### config.mk
export PLATFORM = sky130hd
export DESIGN_NAME = pulse_measure
export DESIGN_NICKNAME = d
export VERILOG_FILES = /design/src/rtl/pulse_measure_pkg.sv /design/src/rtl/pulse_edge_det.sv /design/src/rtl/pulse_measure.sv
export SDC_FILE = /design/constraint.sdc
export NUM_CORES = 1
export LEC_CHECK = 0
export ABC_AREA = 1
export BUFFER_PORTS_ARGS = -buffer_cell sky130_fd_sc_hd__buf_2
export CORE_AREA = 2 2 163 101
export DETAILED_ROUTE_END_ITERATION = 10
export DIE_AREA = 0 0 165 103
export PLACE_DENSITY = 0.81
export SYNTH_ARGS = -nofsm -noshare
export SYNTH_HDL_FRONTEND = slang
export SYNTH_HIERARCHICAL = 1
export SYNTH_SLANG_ARGS = --single-unit
### constraint.sdc
create_clock -name clk -period 3 [get_ports clk]
set_input_delay 0.45 -clock clk [delete_from_list [all_inputs] [get_ports clk]]
set_output_delay 0.45 -clock clk [all_outputs]
set_load 0.005 [all_outputs]
### src/rtl/pulse_measure_pkg.sv
// Shared constants for the pulse delay/width measurement block.
// Latency: n/a (package only).
// Backpressure: n/a (package only).
package pulse_measure_pkg;

    // Default width of the delay, width and timeout counters
    localparam int DEF_CNT_W = 32;

    // Depth of the optional input synchronizer
    localparam int SYNC_DEPTH = 2;

    // Measurement FSM encoding
    typedef enum logic [1:0] {
        ST_IDLE      = 2'd0,
        ST_WAIT_EDGE = 2'd1,
        ST_IN_PULSE  = 2'd2,
        ST_DONE      = 2'd3
    } state_t;

endpackage

### src/rtl/pulse_edge_det.sv
// Active-level and active-edge detect for the measured pulse; optional
// synchronizer when PULSE_MEASURE_SYNC_EN is defined (adds SYNC_DEPTH cycles).
// Backpressure: none, free-running every cycle.
module pulse_edge_det
    import pulse_measure_pkg::*;
(
    input  logic clk,
    input  logic reset,
    input  logic polarity,
    input  logic pulse_in,
    output logic lvl,
    output logic act_edge
);

    logic pin;
    logic lvl_d;

`ifdef PULSE_MEASURE_SYNC_EN
    logic [SYNC_DEPTH-1:0] sync_q;

    // Two-flop synchronizer so an asynchronous pin can be measured safely
    always_ff @(posedge clk) begin
        if (reset) begin
            sync_q <= '0;
        end else begin
            sync_q <= {sync_q[SYNC_DEPTH-2:0], pulse_in};
        end
    end

    assign pin = sync_q[SYNC_DEPTH-1];
`else
    assign pin = pulse_in;
`endif

    // Polarity applied after synchronization so the synchronizer sees the raw pin
    assign lvl = pin ^ polarity;

    // Previous active level, updated in every state so a pulse already
    // active at arm time produces no edge until it goes inactive first
    always_ff @(posedge clk) begin
        if (reset) begin
            lvl_d <= 1'b0;
        end else begin
            lvl_d <= lvl;
        end
    end

    assign act_edge = lvl & ~lvl_d;

endmodule

### src/rtl/pulse_measure.sv
// Measures start-to-edge delay and active width of pulse_in; optional input
// synchronizer via PULSE_MEASURE_SYNC_EN. Result is presented with a one-cycle valid
// strobe the cycle after the pulse ends or a timeout hits. No backpressure.
module pulse_measure
    import pulse_measure_pkg::*;
#(
    parameter int CNT_W = DEF_CNT_W
) (
    input  logic             clk,
    input  logic             reset,
    input  logic             polarity,
    input  logic             start,
    input  logic [CNT_W-1:0] timeout,
    input  logic             pulse_in,
    output logic             busy,
    output logic             valid,
    output logic [CNT_W-1:0] meas_delay,
    output logic [CNT_W-1:0] meas_wide,
    output logic             timed_out
);

    localparam logic [CNT_W-1:0] CNT_MAX = '1;
    localparam logic [CNT_W-1:0] CNT_ONE = CNT_W'(1);

    state_t           state;
    state_t           state_nxt;
    logic             lvl;
    logic             act_edge;

    // One phase counter serves both phases: delay while waiting, width in the pulse
    logic [CNT_W-1:0] cnt;
    logic [CNT_W-1:0] cnt_inc;
    // Delay captured at the edge, kept private so outputs only change on valid
    logic [CNT_W-1:0] dly_cap;
    logic             to_en;
    logic             to_hit;
    logic             to_at_edge;

    pulse_edge_det u_edge (
        .clk      (clk),
        .reset    (reset),
        .polarity (polarity),
        .pulse_in (pulse_in),
        .lvl      (lvl),
        .act_edge (act_edge)
    );

    // Saturating increment and timeout comparisons shared by FSM and datapath
    always_comb begin
        cnt_inc    = (cnt == CNT_MAX) ? cnt : cnt + CNT_ONE;
        to_en      = (timeout != '0);
        to_hit     = to_en && (cnt_inc == timeout);
        // A width count of 1 already reaches a timeout of 1 on the edge itself
        to_at_edge = to_en && (timeout == CNT_ONE);
    end

    // State register
    always_ff @(posedge clk) begin
        if (reset) begin
            state <= ST_IDLE;
        end else begin
            state <= state_nxt;
        end
    end

    // Next-state logic; start outside IDLE is ignored
    always_comb begin
        state_nxt = state;
        case (state)
            ST_IDLE: begin
                if (start) begin
                    state_nxt = ST_WAIT_EDGE;
                end
            end
            ST_WAIT_EDGE: begin
                if (act_edge) begin
                    state_nxt = to_at_edge ? ST_DONE : ST_IN_PULSE;
                end else if (to_hit) begin
                    state_nxt = ST_DONE;
                end
            end
            ST_IN_PULSE: begin
                if (!lvl || to_hit) begin
                    state_nxt = ST_DONE;
                end
            end
            ST_DONE: begin
                state_nxt = ST_IDLE;
            end
            default: begin
                state_nxt = ST_IDLE;
            end
        endcase
    end

    // Outputs decoded from state
    always_comb begin
        busy  = (state != ST_IDLE);
        valid = (state == ST_DONE);
    end

    // Counters and result registers; results load only on the way into DONE
    always_ff @(posedge clk) begin
        if (reset) begin
            cnt        <= '0;
            dly_cap    <= '0;
            meas_delay <= '0;
            meas_wide  <= '0;
            timed_out  <= 1'b0;
        end else begin
            case (state)
                ST_IDLE: begin
                    cnt <= '0;
                end
                ST_WAIT_EDGE: begin
                    if (act_edge) begin
                        dly_cap <= cnt_inc;
                        cnt     <= CNT_ONE;
                        if (to_at_edge) begin
                            meas_delay <= cnt_inc;
                            meas_wide  <= CNT_ONE;
                            timed_out  <= 1'b1;
                        end
                    end else if (to_hit) begin
                        meas_delay <= timeout;
                        meas_wide  <= '0;
                        timed_out  <= 1'b1;
                    end else begin
                        cnt <= cnt_inc;
                    end
                end
                ST_IN_PULSE: begin
                    if (!lvl) begin
                        meas_delay <= dly_cap;
                        meas_wide  <= cnt;
                        timed_out  <= 1'b0;
                    end else if (to_hit) begin
                        meas_delay <= dly_cap;
                        meas_wide  <= timeout;
                        timed_out  <= 1'b1;
                    end else begin
                        cnt <= cnt_inc;
                    end
                end
                default: begin
                    cnt <= '0;
                end
            endcase
        end
    end

endmodule
==> flow_summary_export.csv <==
group,metric,value,unit
outcome,status,"finished with violations",
outcome,violations,"setup timing",
worst_hold_path,hp-class,"in -> reg",
floorplan,start_util,0.5347,
timing,relSlewSlack,0.3406,
setup_path,crit_slowest_cell,"dfxtp_2",
pwr,power_density,757.4,nW/um2
timing,finClkSkew,0.01335,ns
setup_path,max_stage_delay,0.38,ns
setup_path,path_cells,"nand2_1, nor2_4, nand2_2, nor2_8, nand2_8, buf_12, nand2_1, inv_1, nand2_1, nand2_1, nand3b_1, nor2_1, nand2_1, nor2_4, nand2_4, o21ai_4, buf_12, buf_12, clkbuf_16, a21oi_1, nor2_1",
routing,drc,0,
global_routing,grt_max_degree,131,
worst_hold_path,worstHoldPathCells,4,
yosys,yosys_warnings,6,
clock_network,cts_buffers,17,
pwr,p_leak,5.342,nW
pwr,p_switching,3.358,mW
global_routing,grt_pass1_vias,9169,
pwr,comb_power_share,0.434,
floorplan,io_pins,104,
setup_path,cp_num_cells,21,
setup_path,cpMostUsedCell,"nand2_1",
clock_network,cts_tree,"built",
setup_path,path_class,"reg -> reg",
final_layout,nNetsFinal,1631,
setup_path,worstSetupStartpointType,"flop",
pwr,switching_share,0.4015,
setup_path,regToRegSetupSlack,-0.009,ns
pwr,seqPwrFrac,0.310,
yosys,yosysTopAreaCellShare,0.3144,
clock_network,clkTransAtPathRegs,0.07,ns
placement,dpl.hpwl,25980,um
final_layout,areaGrowthSynthToFinish,31.38,%
final_layout,fillCellCount,1388,
pwr,vdd_drop_max,0.5642,mV
yosys,yosysSeqAreaShare,0.3144,
routing,wl_per_cell,20.21,um
floorplan,die-area,17000,um2
global_routing,grtUsageTotal,0.4189,
routing,ant_nets,0,
yosys,synth_cells,1405,
clock_network,clock_sinks,132,
yosys,synthFlopType,"dfxtp_1",
timing,rsz0062_at_grt,"true",
yosys,yosys_register_bits,132,
timing,setup_viol,1,
clock_network,hold_buffers,0,
global_routing,antenna_found_initial,3,
floorplan,std_cell_rows,36,
pwr,power,8.364,mW
pwr,power.internal,5.006,mW
yosys,synth_most_common_cell,"nand2_1",
final_layout,regArea,2659,um2
global_routing,grt_overflow,0,
clock_network,h-tree-depth,4,
timing,max_freq,332.3,MHz
yosys,synth_top_area_cell,"dfxtp_1",
placement,io_buffers,103,
setup_path,crit_buf_inv,5,
setup_path,cp.required,3.37,ns
floorplan,core,15720,um2
routing,drtIter0Drc,1893,
yosys,synth_commonest_cells,"nand2_1, nor2_1, nand3_1",
pwr,power_frac_clock,0.257,
yosys,avgSynthCellArea,5.983,um2
floorplan,die_h,103,um
timing,tightest_slew,0.9890,ns
routing,wl,36620,um
setup_path,rr_worst_depth,21,
yosys,synth_top_cells_by_area,"dfxtp_1, nand2_1, nand3_1",
timing,finalHoldViolations,0,
setup_path,path_max_fanout,8,
timing,worst_slack,-0.008914,ns
setup_path,cp_top_family,"simple AND/OR/NAND/NOR gates",
floorplan,die_width,165,um
timing,fin_crit_sh,1.003,
final_layout,drive_gt1_frac,0.2305,
clock_network,clock_path_buffers,2,
yosys,syn_nets,1448,
timing,period_minus_slack,3.009,ns
routing,drtPass1Iterations,6,
timing,slew_viol_final,0,
clock_network,clockRootBuffer,"clkbuf_16",
setup_path,end_kind,"flop",
final_layout,multi_input_area,5019,um2
yosys,syn_area,8406,um2
setup_path,worstPathArrival,3.38,ns
clock_network,clock_latency,0.43,ns
yosys,synth-edff-count,0,
final_layout,final_util,0.7025,
yosys,synth_cell_type_count,38,
routing,vias_per_cell,5.919,
global_routing,grt_pass1_wl,52840,um
routing,num_vias,10730,
yosys,async_flop_share,0,
placement,preCtsSetupSlack,-0.1564,ns
job,maxCapViolations,0,
placement,gp_congestion,1.022,
[routing by layer]
metal  track usage  vias to the layer above  share of wire
met5       0.03409                        -         0.0023
met4        0.1144                        4          0.025
met3        0.1372                       85           0.15
met2        0.5814                      821           0.39
met1        0.6110                     4913           0.43
li1              -                     4902              -
[registers in the layout, indices dropped and copies added (netlist names)]
signal and cells:
cnt 32, dly_cap 32, meas_delay 32, meas_wide 32
state 2, timed_out 1, u_edge/lvl_d 1
[cell type report]
| type | count | area share |
|---|---|---|
| Clock buffer | 17 | 0.03852 |
| Sequential cell | 132 | 0.2408 |
| Inverter | 161 | 0.05472 |
| Tap cell | 209 | 0.02368 |
| Antenna cell | 2 | 0.0004532 |
| Multi-Input combinational cell | 1025 | 0.4545 |
| Clock inverter | 15 | 0.01439 |
| Timing Repair Buffer | 251 | 0.1730 |
[power by group through the flow]
stage | logic, mW | clock network [mW] | registers [mW]
finish | 3.63 | 2.15 | 2.59
global route | 3.98 | 2.21 | 2.64
CTS | 3.30 | 2.14 | 2.56
detailed placement | 3.15 | 0 | 2.58
global placement | 3.08 | 0 | 2.58
floorplan | 1.96 | 0 | 2.60
[per-stage QoR]
stage / hold slack (ns) / std cells / cell area (um2) / TNS, ns
after floorplan: 0.4454 / 1405 / 8406 / 0
after global placement: 0.4557 / 1749 / 9822 / -4.625
after detailed placement: 0.4578 / 1749 / 9822 / -6.864
after CTS: 0.3223 / 1785 / 10530 / 0
after global routing: 0.3482 / 1810 / 11040 / -5.602
final: 0.3288 / 1812 / 11040 / -0.008914
[cell families after synthesis]
| kind of cell | Yosys count | synth area share |
|---|---|---|
| and+or+nand+nor | 753 | 0.3790 |
| AOI/OAI and AO/OA | 250 | 0.1639 |
| buffers and inverters | 249 | 0.1182 |
| DFF | 132 | 0.3144 |
| xor gates and xnor gates | 15 | 0.01563 |
| adders and majority gates | 6 | 0.008931 |
[worst reg2reg max path: cells and delay by family (launching register included)]
family,cells,cell delay [ns]
flip-flops,1,0.38
AND/OR/NAND/NOR,14,1.73
AO/OA/AOI/OAI,2,0.15
buffers and inverters,5,0.68
[cell usage in the layout (no fill, tap or decap), drive strengths merged, types with 2 or more instances in the layout]
| master | count |
|---|---|
| nor2 | 208 |
| nand3b | 2 |
| o22ai | 8 |
| nand2 | 341 |
| o21ai | 33 |
| clkinvlp | 2 |
| o211ai | 16 |
| a21oi | 165 |
| nand4 | 10 |
| ha | 6 |
| clkbuf | 24 |
| clkinv | 2 |
| dfxtp | 132 |
| nor3 | 4 |
| buf | 244 |
| inv | 171 |
| diode | 2 |
| xor2 | 14 |
| nand3 | 186 |
| a22oi | 24 |
[timing repair]
item | CTS | global route
gates resized for setup | 14 | 68
setup buffers | 2 | 20
gates cloned | 2 | 8
setup endpoints to repair | 74 | 99
pin swaps | 0 | 50
[final timing paths]
path	startpoint	end
worst max-delay path	cnt[13]$_SDFFE_PP0P_	meas_wide[27]$_SDFFE_PP0P_
worst min-delay path	polarity	u_edge/lvl_d$_SDFF_PP0_
worst max register to register	cnt[13]$_SDFFE_PP0P_	meas_wide[27]$_SDFFE_PP0P_
worst min register to register	meas_delay[8]$_SDFFE_PP0P_	meas_delay[8]$_SDFFE_PP0P_
No activity file was read; power rests on OpenSTA's default activity.
